===== config.mk =====
export PLATFORM = sky130hd
export DESIGN_NAME = ahb_lite_des_slave_bank_flat
export DESIGN_NICKNAME = d
export VERILOG_FILES = /design/src/rtl/ahb_lite_des_slave_bank_if.sv /design/src/rtl/ahb_lite_des_slave_bank.sv /design/src/flat_wrapper.sv
export SDC_FILE = /design/constraint.sdc
export NUM_CORES = 1
export LEC_CHECK = 0
export CORE_AREA = 2 2 195 197
export DETAILED_ROUTE_END_ITERATION = 7
export DIE_AREA = 0 0 197 199
export GPL_TIMING_DRIVEN = 0
export PLACE_DENSITY_LB_ADDON = 0.3
export SYNTH_ARGS = -nofsm -noshare
export SYNTH_HDL_FRONTEND = slang
export SYNTH_SLANG_ARGS = --single-unit

===== constraint.sdc =====
create_clock -name HCLK -period 1.8 [get_ports HCLK]
set_input_delay 0.27 -clock HCLK [delete_from_list [all_inputs] [get_ports HCLK]]
set_output_delay 0.27 -clock HCLK [all_outputs]
set_load 0.005 [all_outputs]

===== src/rtl/ahb_lite_des_slave_bank_if.sv =====
// AHB-Lite bus bundle between the system bus and the Triple DES register bank.
// Ports (signals):
//   HSEL, HADDR[31:0], HTRANS[1:0], HWRITE, HSIZE[2:0], HWDATA, HREADY  master -> slave
//   HREADYOUT, HRESP, HRDATA                                           slave  -> master
// Modports: master, slave.
interface ahb_lite_des_slave_bank_if #(
  parameter int DATA_WIDTH = 64
);
  logic                  HSEL;
  logic [31:0]           HADDR;
  logic [1:0]            HTRANS;
  logic                  HWRITE;
  logic [2:0]            HSIZE;
  logic [DATA_WIDTH-1:0] HWDATA;
  logic                  HREADY;
  logic                  HREADYOUT;
  logic                  HRESP;
  logic [DATA_WIDTH-1:0] HRDATA;

  modport master (
    output HSEL, HADDR, HTRANS, HWRITE, HSIZE, HWDATA, HREADY,
    input  HREADYOUT, HRESP, HRDATA
  );

  modport slave (
    input  HSEL, HADDR, HTRANS, HWRITE, HSIZE, HWDATA, HREADY,
    output HREADYOUT, HRESP, HRDATA
  );
endinterface


===== src/rtl/ahb_lite_des_slave_bank.sv =====
// AHB-Lite slave register bank in front of the Triple DES core.
// Holds CTRL, NUM_KEYS key registers, DATA and a buffered RESULT; launches the
// core on a DATA write, stalls RESULT reads until the core finishes and
// answers illegal accesses with the two-cycle ERROR response.
// Ports:
//   HCLK, HRESET       clock, synchronous active-high reset
//   bus (slave)        AHB-Lite signals, see ahb_lite_des_slave_bank_if
//   start              one-cycle core launch pulse
//   encryptionType     CTRL[0]
//   data, keys         data-in register, key k at keys[k*W +: W]
//   core_busy, result_valid, result_data   core status and result strobe
// Build option: define AHB_DES_KEY_READBACK_EN to make KEY registers readable.
//
// state | meaning
// IDLE  | ready for transfers, zero-wait OKAY data phases
// WAIT  | RESULT read stalled until result_valid or timeout
// ERR1  | first ERROR cycle (HREADYOUT=0, HRESP=1)
// ERR2  | second ERROR cycle (HREADYOUT=1, HRESP=1)
module ahb_lite_des_slave_bank #(
  parameter int DATA_WIDTH = 64,
  parameter int NUM_KEYS   = 3,
  parameter int REG_STRIDE = 'h400,
  parameter int WAIT_MAX   = 16
) (
  input  logic                           HCLK,
  input  logic                           HRESET,
  ahb_lite_des_slave_bank_if.slave       bus,
  output logic                           start,
  output logic                           encryptionType,
  output logic [DATA_WIDTH-1:0]          data,
  output logic [NUM_KEYS*DATA_WIDTH-1:0] keys,
  input  logic                           core_busy,
  input  logic                           result_valid,
  input  logic [DATA_WIDTH-1:0]          result_data
);
  localparam int W     = DATA_WIDTH;
  localparam int IW    = 4;
  localparam int CW    = $clog2(WAIT_MAX + 1);
  localparam int SHIFT = $clog2(REG_STRIDE);
  localparam logic [2:0]    SIZE_OK  = 3'($clog2(DATA_WIDTH / 8));
  localparam logic [IW-1:0] IDX_CTRL = '0;
  localparam logic [IW-1:0] IDX_DATA = IW'(NUM_KEYS + 1);
  localparam logic [IW-1:0] IDX_RES  = IW'(NUM_KEYS + 2);
  localparam logic [IW-1:0] IDX_STAT = IW'(NUM_KEYS + 3);

  typedef enum logic [1:0] {ST_IDLE, ST_WAIT, ST_ERR1, ST_ERR2} state_t;

  state_t                    state_q, state_d;
  logic [CW-1:0]             cnt_q, cnt_d;
  logic                      dp_valid_q, dp_valid_d;
  logic                      dp_write_q, dp_write_d;
  logic [IW-1:0]             dp_idx_q, dp_idx_d;
  logic [W-1:0]              ctrl_q, ctrl_d;
  logic [NUM_KEYS*W-1:0]     keys_q, keys_d;
  logic [W-1:0]              data_q, data_d;
  logic [W-1:0]              buf_q, buf_d;
  logic                      ready_q, ready_d;
  logic                      ovf_q, ovf_d;
  logic                      start_q, start_d;

  logic                      hready_out, hresp;
  logic [W-1:0]              hrdata;
  logic [31:0]               idx_full;
  logic [IW-1:0]             ap_idx;
  logic                      ap_ok, illegal, go_wait;
  state_t                    acc_state;
  logic                      wr, rd, res_rd_done, stat_rd_done;

  // Address-phase decode
  always_comb begin
    idx_full  = bus.HADDR >> SHIFT;
    ap_idx    = idx_full[IW-1:0];
    ap_ok     = bus.HSEL & bus.HREADY & bus.HTRANS[1] & hready_out;
    illegal   = (idx_full > 32'(NUM_KEYS + 3))
              | (bus.HSIZE != SIZE_OK)
              | (bus.HWRITE & ((ap_idx == IDX_RES) | (ap_idx == IDX_STAT)))
              | (bus.HWRITE & (ap_idx == IDX_DATA) & core_busy);
    // A result arriving during the address phase is buffered in time for the data phase.
    go_wait   = ~bus.HWRITE & (ap_idx == IDX_RES) & ~(ready_q | result_valid) & core_busy;
    acc_state = illegal ? ST_ERR1 : (go_wait ? ST_WAIT : ST_IDLE);
    dp_valid_d = ap_ok & ~illegal & ~go_wait;
    dp_write_d = bus.HWRITE;
    dp_idx_d   = ap_idx;
  end

  // Next-state logic
  always_comb begin
    state_d = state_q;
    cnt_d   = '0;
    unique case (state_q)
      ST_IDLE, ST_ERR2: state_d = ap_ok ? acc_state : ST_IDLE;
      ST_WAIT: begin
        if (result_valid) begin
          state_d = ap_ok ? acc_state : ST_IDLE;
        end else begin
          cnt_d = cnt_q + CW'(1);
          if (cnt_d == CW'(WAIT_MAX)) state_d = ST_ERR1;
        end
      end
      ST_ERR1: state_d = ST_ERR2;
    endcase
  end

  // Register-file and result-buffer updates
  always_comb begin
    wr           = dp_valid_q & dp_write_q;
    rd           = dp_valid_q & ~dp_write_q;
    res_rd_done  = (rd & (dp_idx_q == IDX_RES)) | ((state_q == ST_WAIT) & result_valid);
    stat_rd_done = rd & (dp_idx_q == IDX_STAT);
    ctrl_d  = (wr && dp_idx_q == IDX_CTRL) ? bus.HWDATA : ctrl_q;
    data_d  = (wr && dp_idx_q == IDX_DATA) ? bus.HWDATA : data_q;
    start_d = wr && (dp_idx_q == IDX_DATA);
    keys_d  = keys_q;
    for (int k = 0; k < NUM_KEYS; k++) begin
      if (wr && dp_idx_q == IW'(k + 1)) keys_d[k*W +: W] = bus.HWDATA;
    end
    buf_d   = result_valid ? result_data : buf_q;
    ready_d = (ready_q | result_valid) & ~res_rd_done;
    // Overflow event beats a clearing STATUS read in the same cycle.
    ovf_d   = (ovf_q & ~stat_rd_done) | (result_valid & ready_q);
  end

  // Outputs
  always_comb begin
    hready_out = ~(((state_q == ST_WAIT) & ~result_valid) | (state_q == ST_ERR1));
    hresp      = (state_q == ST_ERR1) | (state_q == ST_ERR2);
    hrdata     = '0;
    if ((state_q == ST_WAIT) && result_valid) begin
      hrdata = result_data;
    end else if (rd) begin
      if (dp_idx_q == IDX_CTRL)      hrdata = ctrl_q;
      else if (dp_idx_q == IDX_DATA) hrdata = data_q;
      else if (dp_idx_q == IDX_RES)  hrdata = result_valid ? result_data : (ready_q ? buf_q : '0);
      else if (dp_idx_q == IDX_STAT) hrdata = {{(W-3){1'b0}}, ovf_q, ready_q, core_busy};
      else begin
`ifdef AHB_DES_KEY_READBACK_EN
        for (int k = 0; k < NUM_KEYS; k++) begin
          if (dp_idx_q == IW'(k + 1)) hrdata = keys_q[k*W +: W];
        end
`else
        hrdata = '0;
`endif
      end
    end
  end

  always_ff @(posedge HCLK) begin
    if (HRESET) begin
      state_q    <= ST_IDLE;
      cnt_q      <= '0;
      dp_valid_q <= 1'b0;
      dp_write_q <= 1'b0;
      dp_idx_q   <= '0;
      ctrl_q     <= '0;
      keys_q     <= '0;
      data_q     <= '0;
      buf_q      <= '0;
      ready_q    <= 1'b0;
      ovf_q      <= 1'b0;
      start_q    <= 1'b0;
    end else begin
      state_q    <= state_d;
      cnt_q      <= cnt_d;
      dp_valid_q <= dp_valid_d;
      dp_write_q <= dp_write_d;
      dp_idx_q   <= dp_idx_d;
      ctrl_q     <= ctrl_d;
      keys_q     <= keys_d;
      data_q     <= data_d;
      buf_q      <= buf_d;
      ready_q    <= ready_d;
      ovf_q      <= ovf_d;
      start_q    <= start_d;
    end
  end

  assign bus.HREADYOUT  = hready_out;
  assign bus.HRESP      = hresp;
  assign bus.HRDATA     = hrdata;
  assign start          = start_q;
  assign encryptionType = ctrl_q[0];
  assign data           = data_q;
  assign keys           = keys_q;
endmodule

===== src/flat_wrapper.sv =====
// flat-port wrapper written by rule: the top's interface ports become plain ports
module ahb_lite_des_slave_bank_flat 
#(
  parameter int DATA_WIDTH = 64,
  parameter int NUM_KEYS   = 3,
  parameter int REG_STRIDE = 'h400,
  parameter int WAIT_MAX   = 16
)
  (HCLK, HRESET, start, encryptionType, data, keys, core_busy, result_valid, result_data, bus_HSEL, bus_HADDR, bus_HTRANS, bus_HWRITE, bus_HSIZE, bus_HWDATA, bus_HREADY, bus_HREADYOUT, bus_HRESP, bus_HRDATA);
  ahb_lite_des_slave_bank_if #(.DATA_WIDTH(DATA_WIDTH)) bus_i ();
  input  logic HCLK;
  input  logic HRESET;
  output logic start;
  output logic encryptionType;
  output logic [DATA_WIDTH-1:0] data;
  output logic [NUM_KEYS*DATA_WIDTH-1:0] keys;
  input  logic core_busy;
  input  logic result_valid;
  input  logic [DATA_WIDTH-1:0] result_data;
  input wire logic [$bits(bus_i.HSEL)-1:0] bus_HSEL;
  input wire logic [$bits(bus_i.HADDR)-1:0] bus_HADDR;
  input wire logic [$bits(bus_i.HTRANS)-1:0] bus_HTRANS;
  input wire logic [$bits(bus_i.HWRITE)-1:0] bus_HWRITE;
  input wire logic [$bits(bus_i.HSIZE)-1:0] bus_HSIZE;
  input wire logic [$bits(bus_i.HWDATA)-1:0] bus_HWDATA;
  input wire logic [$bits(bus_i.HREADY)-1:0] bus_HREADY;
  output wire logic [$bits(bus_i.HREADYOUT)-1:0] bus_HREADYOUT;
  output wire logic [$bits(bus_i.HRESP)-1:0] bus_HRESP;
  output wire logic [$bits(bus_i.HRDATA)-1:0] bus_HRDATA;
  assign bus_i.HSEL = bus_HSEL;
  assign bus_i.HADDR = bus_HADDR;
  assign bus_i.HTRANS = bus_HTRANS;
  assign bus_i.HWRITE = bus_HWRITE;
  assign bus_i.HSIZE = bus_HSIZE;
  assign bus_i.HWDATA = bus_HWDATA;
  assign bus_i.HREADY = bus_HREADY;
  assign bus_HREADYOUT = bus_i.HREADYOUT;
  assign bus_HRESP = bus_i.HRESP;
  assign bus_HRDATA = bus_i.HRDATA;
  ahb_lite_des_slave_bank #(.DATA_WIDTH(DATA_WIDTH), .NUM_KEYS(NUM_KEYS), .REG_STRIDE(REG_STRIDE), .WAIT_MAX(WAIT_MAX)) u_core (.HCLK(HCLK), .HRESET(HRESET), .bus(bus_i), .start(start), .encryptionType(encryptionType), .data(data), .keys(keys), .core_busy(core_busy), .result_valid(result_valid), .result_data(result_data));
endmodule

==> results.md <==
- The flow ran to the end, but the final reports show violations.
- The final reports fail on setup timing.
- The worst setup path is captured at an output pin.
- The final-report max-slew violation count is 0.
- The post-synth net total is 2195.
- By count the netlist is led by 710 x sky130_fd_sc_hd__nand2_1, 400 x sky130_fd_sc_hd__dfxtp_1, 325 x sky130_fd_sc_hd__a21oi_1.
- Derived from the worst setup path, the maximum achievable clock frequency is 0.3855 GHz.
- The total of warnings raised by yosys is 0.
- The final RePlAce weighted congestion is 0.9306.
- Across every metal layer, demand over resource in global routing totals 32.24%.
- Clock tree synthesis selected as its root buffer the cell sky130_fd_sc_hd__clkbuf_16.
- In the post-synthesis netlist, the cell with the most instances is sky130_fd_sc_hd__nand2_1.
- The number of sinks on the clock net is 400.
- After synthesis, the share of flip-flops with an asynchronous set or reset is 0%.
- Power spread over the standard cell area amounts to 754.2 mW/mm^2.
- For this block, the initial DRC count from the detailed router was 1737.
- The post-route netlist has a little over a fifth of its cells at a drive strength greater than 1.
- The total overflow left after global routing is 0.
- The number of synthesized flops with an enable pin is 0.
- In the post-route analysis, the smallest setup slack over all paths is -0.7941 ns.
- The floorplan row count is between 70 and 80.
- Setup repair after global routing could not meet its margin everywhere.
- The initial utilization of the core area, before any placement, comes to between 40 and 50%.
- The total wire length after detailed routing is approximately 70 mm.
- The placed instance count is 2975.
- The average via count per standard cell is 5.714.
- Summed over all nets, the half-perimeter wirelength after detailed placement is ~46 mm.
- The number of global-route vias before repair is about 17000.
- The number of standard cells in the final layout excluding fillers is 3160.
- The transition at the pin with the smallest max-transition slack is 1.011 ns.
- The setup path with the least slack is of type reg -> out.
- The number of levels the H-tree was split into is 2.
- The startpoint class of the critical path is a flop.
- The total area inside the core boundary comes to 0.03713 sq mm.
- Max-cap violations in this run came to 0.
- The net count of the finished layout is around 2800.
- Once layout is done, the placed cells without fillers occupy between 0.02 and 0.03 sq mm.
- After synthesis, the cell types taking the most area are sky130_fd_sc_hd__dfxtp_1 49%, sky130_fd_sc_hd__nand2_1 16%, sky130_fd_sc_hd__a21oi_1 10%.
- The static leakage power is a little over 9 nW.
- At the worst endpoint, the required time is around 1.5 ns.
- The fraction of post-synthesis cell area in the top cell type by area is about half.
- The boundary pin count is around 500.
- In this run the deepest clock path goes through 3 buffers.
- The worst path uses 144.1% of the clock period.
- The standard cell area after detailed placement is between 0.02 and 0.025 sq mm.
- The synthesized area is between 0.015 and 0.02 sq mm.
- The register bit count reported by yosys is 400.
- Total power for the finished layout comes to just under 0.02 W.
- Hold is met by around 0.4 ns.
- The detail route stage leaves a number of antenna-violating nets equal to 0.
- Across all layers, the routed design uses ~18000 vias.
- In this run the tightest slew margin relative to its limit is between 30 and 40%.
- Measured along the y axis, the die boundary spans around 200 um.
- The initial antenna violation count is 6.
- The length of the first detailed-routing pass in iterations is 8.
- The highest ir drop seen on vdd is slightly below 0.8 mV.
- The horizontal die dimension is slightly below 200 um.
- The number of setup violations in the final report is approximately 400.
- The routed design could run at a clock period as short as roughly 2.6 ns.
- The arrival time at the worst endpoint is about 2.3 ns.
- The clock reaches the later pin of the worst-skew pair after 0.54 ns.
- The highest fanout seen on the critical path is 10.
- The area growth from synthesis to layout is 58.69%.
- Of the synthesized area, sequential elements account for roughly half.
- The first global-routing pass estimated 97.30 mm of wire.
- The number of buffers inserted for hold repair after clock tree synthesis is 0.
- On the final layout, the worst clock skew is approximately 0.0089 ns.
- The pin count of the biggest net entering global routing is 15.
- The synthesized area divided by synthesized cell count is roughly 8.0 sq um.
- In the routed design, unresolved DRC markers number 0.
- Dividing the detail-routed wire length by the instance count gives between 20 and 25 um.
- The count of input and output buffers is about 480.
- The tightest min-delay check is of the in -> reg type.
- For this run, the leading register cell type out of synthesis is sky130_fd_sc_hd__dfxtp_1.
- Cells fill 69.14% of the core in the end.
- The clock buffer count from CTS is 43.
- The count of unique library cells instantiated by Yosys is 50.
- The die area is a little under 0.04 sq mm.
- The leading area contributor after synthesis is sky130_fd_sc_hd__dfxtp_1.
- After clock tree synthesis, the clock-pin slew on the worst setup and hold paths is 0.06 ns.
- TritonCTS built the clock tree.
- The count of final hold-check violations came to 0.
- Counting every instance in the synthesized netlist gives 2018.
## worst max-delay path, stage by stage (launching register included)
cell and delay (ns):
sky130_fd_sc_hd__dfxtp_2 0.32, sky130_fd_sc_hd__buf_6 0.12, sky130_fd_sc_hd__nor2b_4 0.12, sky130_fd_sc_hd__and2_4 0.15, sky130_fd_sc_hd__buf_12 0.15, sky130_fd_sc_hd__buf_6 0.14, sky130_fd_sc_hd__a222oi_1 0.43, sky130_fd_sc_hd__o21ai_1 0.17
sky130_fd_sc_hd__buf_2 0.16
## routing by layer
metal	GRT usage [%]	vias to the layer above	share of wire, %
met5	0	-	0.021
met4	15.29	2	5.3
met3	7.714	229	9.7
met2	54.44	1058	47
met1	38.76	8612	38
li1	-	8154	-
## flip-flops by register name, summed over array words and instances, names as in the netlist, 2 cells and up
| signal | cells |
|---|---|
| u_core.buf_q | 64 |
| u_core.cnt_q | 5 |
| u_core.ctrl_q | 64 |
| u_core.data | 64 |
| u_core.dp_idx_q | 4 |
| u_core.keys | 192 |
| u_core.state_q | 2 |
## layout make-up
type / count / area (sq um)
Clock inverter: 11 / 92.59
Antenna cell: 4 / 10.01
Buffer: 164 / 1440
Sequential cell: 400 / 8019
Fill cell: 2799 / 11460
Timing Repair Buffer: 592 / 6145
Clock buffer: 65 / 1301
Multi-Input combinational cell: 1442 / 8043
Tap cell: 474 / 593.1
Inverter: 8 / 30.03
## cell families after synthesis
logic type / count (synthesis) / synth area share, %
AOI/OAI and AO/OA: 532 / 20.24
DFF: 400 / 49.50
and+or+nand+nor: 836 / 20.55
xor gates and xnor gates: 4 / 0.2166
buffers and inverters: 177 / 5.151
adders and majority gates: 5 / 0.3867
muxes: 64 / 3.960
## path summary, 6_finish.rpt
| path | cells after the start | endpoint | slack (ns) | from |
|---|---|---|---|---|
| min | 3 | u_core.buf_q[35]$_SDFFE_PP0P_ | 0.40 | result_data[35] |
| max reg2reg | 13 | u_core.keys[149]$_SDFFE_PP0P_ | -0.42 | u_core.dp_idx_q[2]$_SDFF_PP0_ |
| max | 8 | bus_HRDATA[32] | -0.79 | u_core.dp_idx_q[2]$_SDFF_PP0_ |
| min reg2reg | 2 | u_core.keys[89]$_SDFFE_PP0P_ | 0.45 | u_core.keys[89]$_SDFFE_PP0P_ |
## metrics by stage
step | worst slack, ns | setup TNS, ns
floorplan | 0.07719 | 0
global placement | -1.697 | -307.90
detailed placement | -1.702 | -315.98
CTS | -0.8123 | -87.87
global route | -0.8408 | -153.94
finish | -0.7941 | -129.11
## repair_timing
action | in CTS | in global routing
buffers inserted | 46 | 36
setup endpoints to repair | 410 | 406
resized for setup | 529 | 334
cloned | 10 | 20
pin swaps | 115 | 145
## where the power goes
part | total [W] | internal [W] | leakage [nW] | switching (W)
Sequential | 0.00900 | 0.00895 | 3.24 | 0.0000549
Clock | 0.00882 | 0.00513 | 0.673 | 0.00369
Combinational | 0.00154 | 0.000707 | 5.15 | 0.000837
Total | 0.0194 | 0.0148 | 9.06 | 0.00458
## cell usage in the layout (no fill, tap or decap), drive strengths merged, types with 7 or more instances in the layout
| cell type | instances |
|---|---|
| o21ai | 64 |
| a21oi | 325 |
| dfxtp | 400 |
| clkbuf | 156 |
| clkdlybuf4s50 | 417 |
| inv | 8 |
| nor2b | 11 |
| nand2 | 711 |
| nor2 | 80 |
| a222oi | 61 |
| mux2i | 64 |
| a22o | 61 |
| nand3 | 7 |
| buf | 248 |
(Power assumes the default switching activity.)
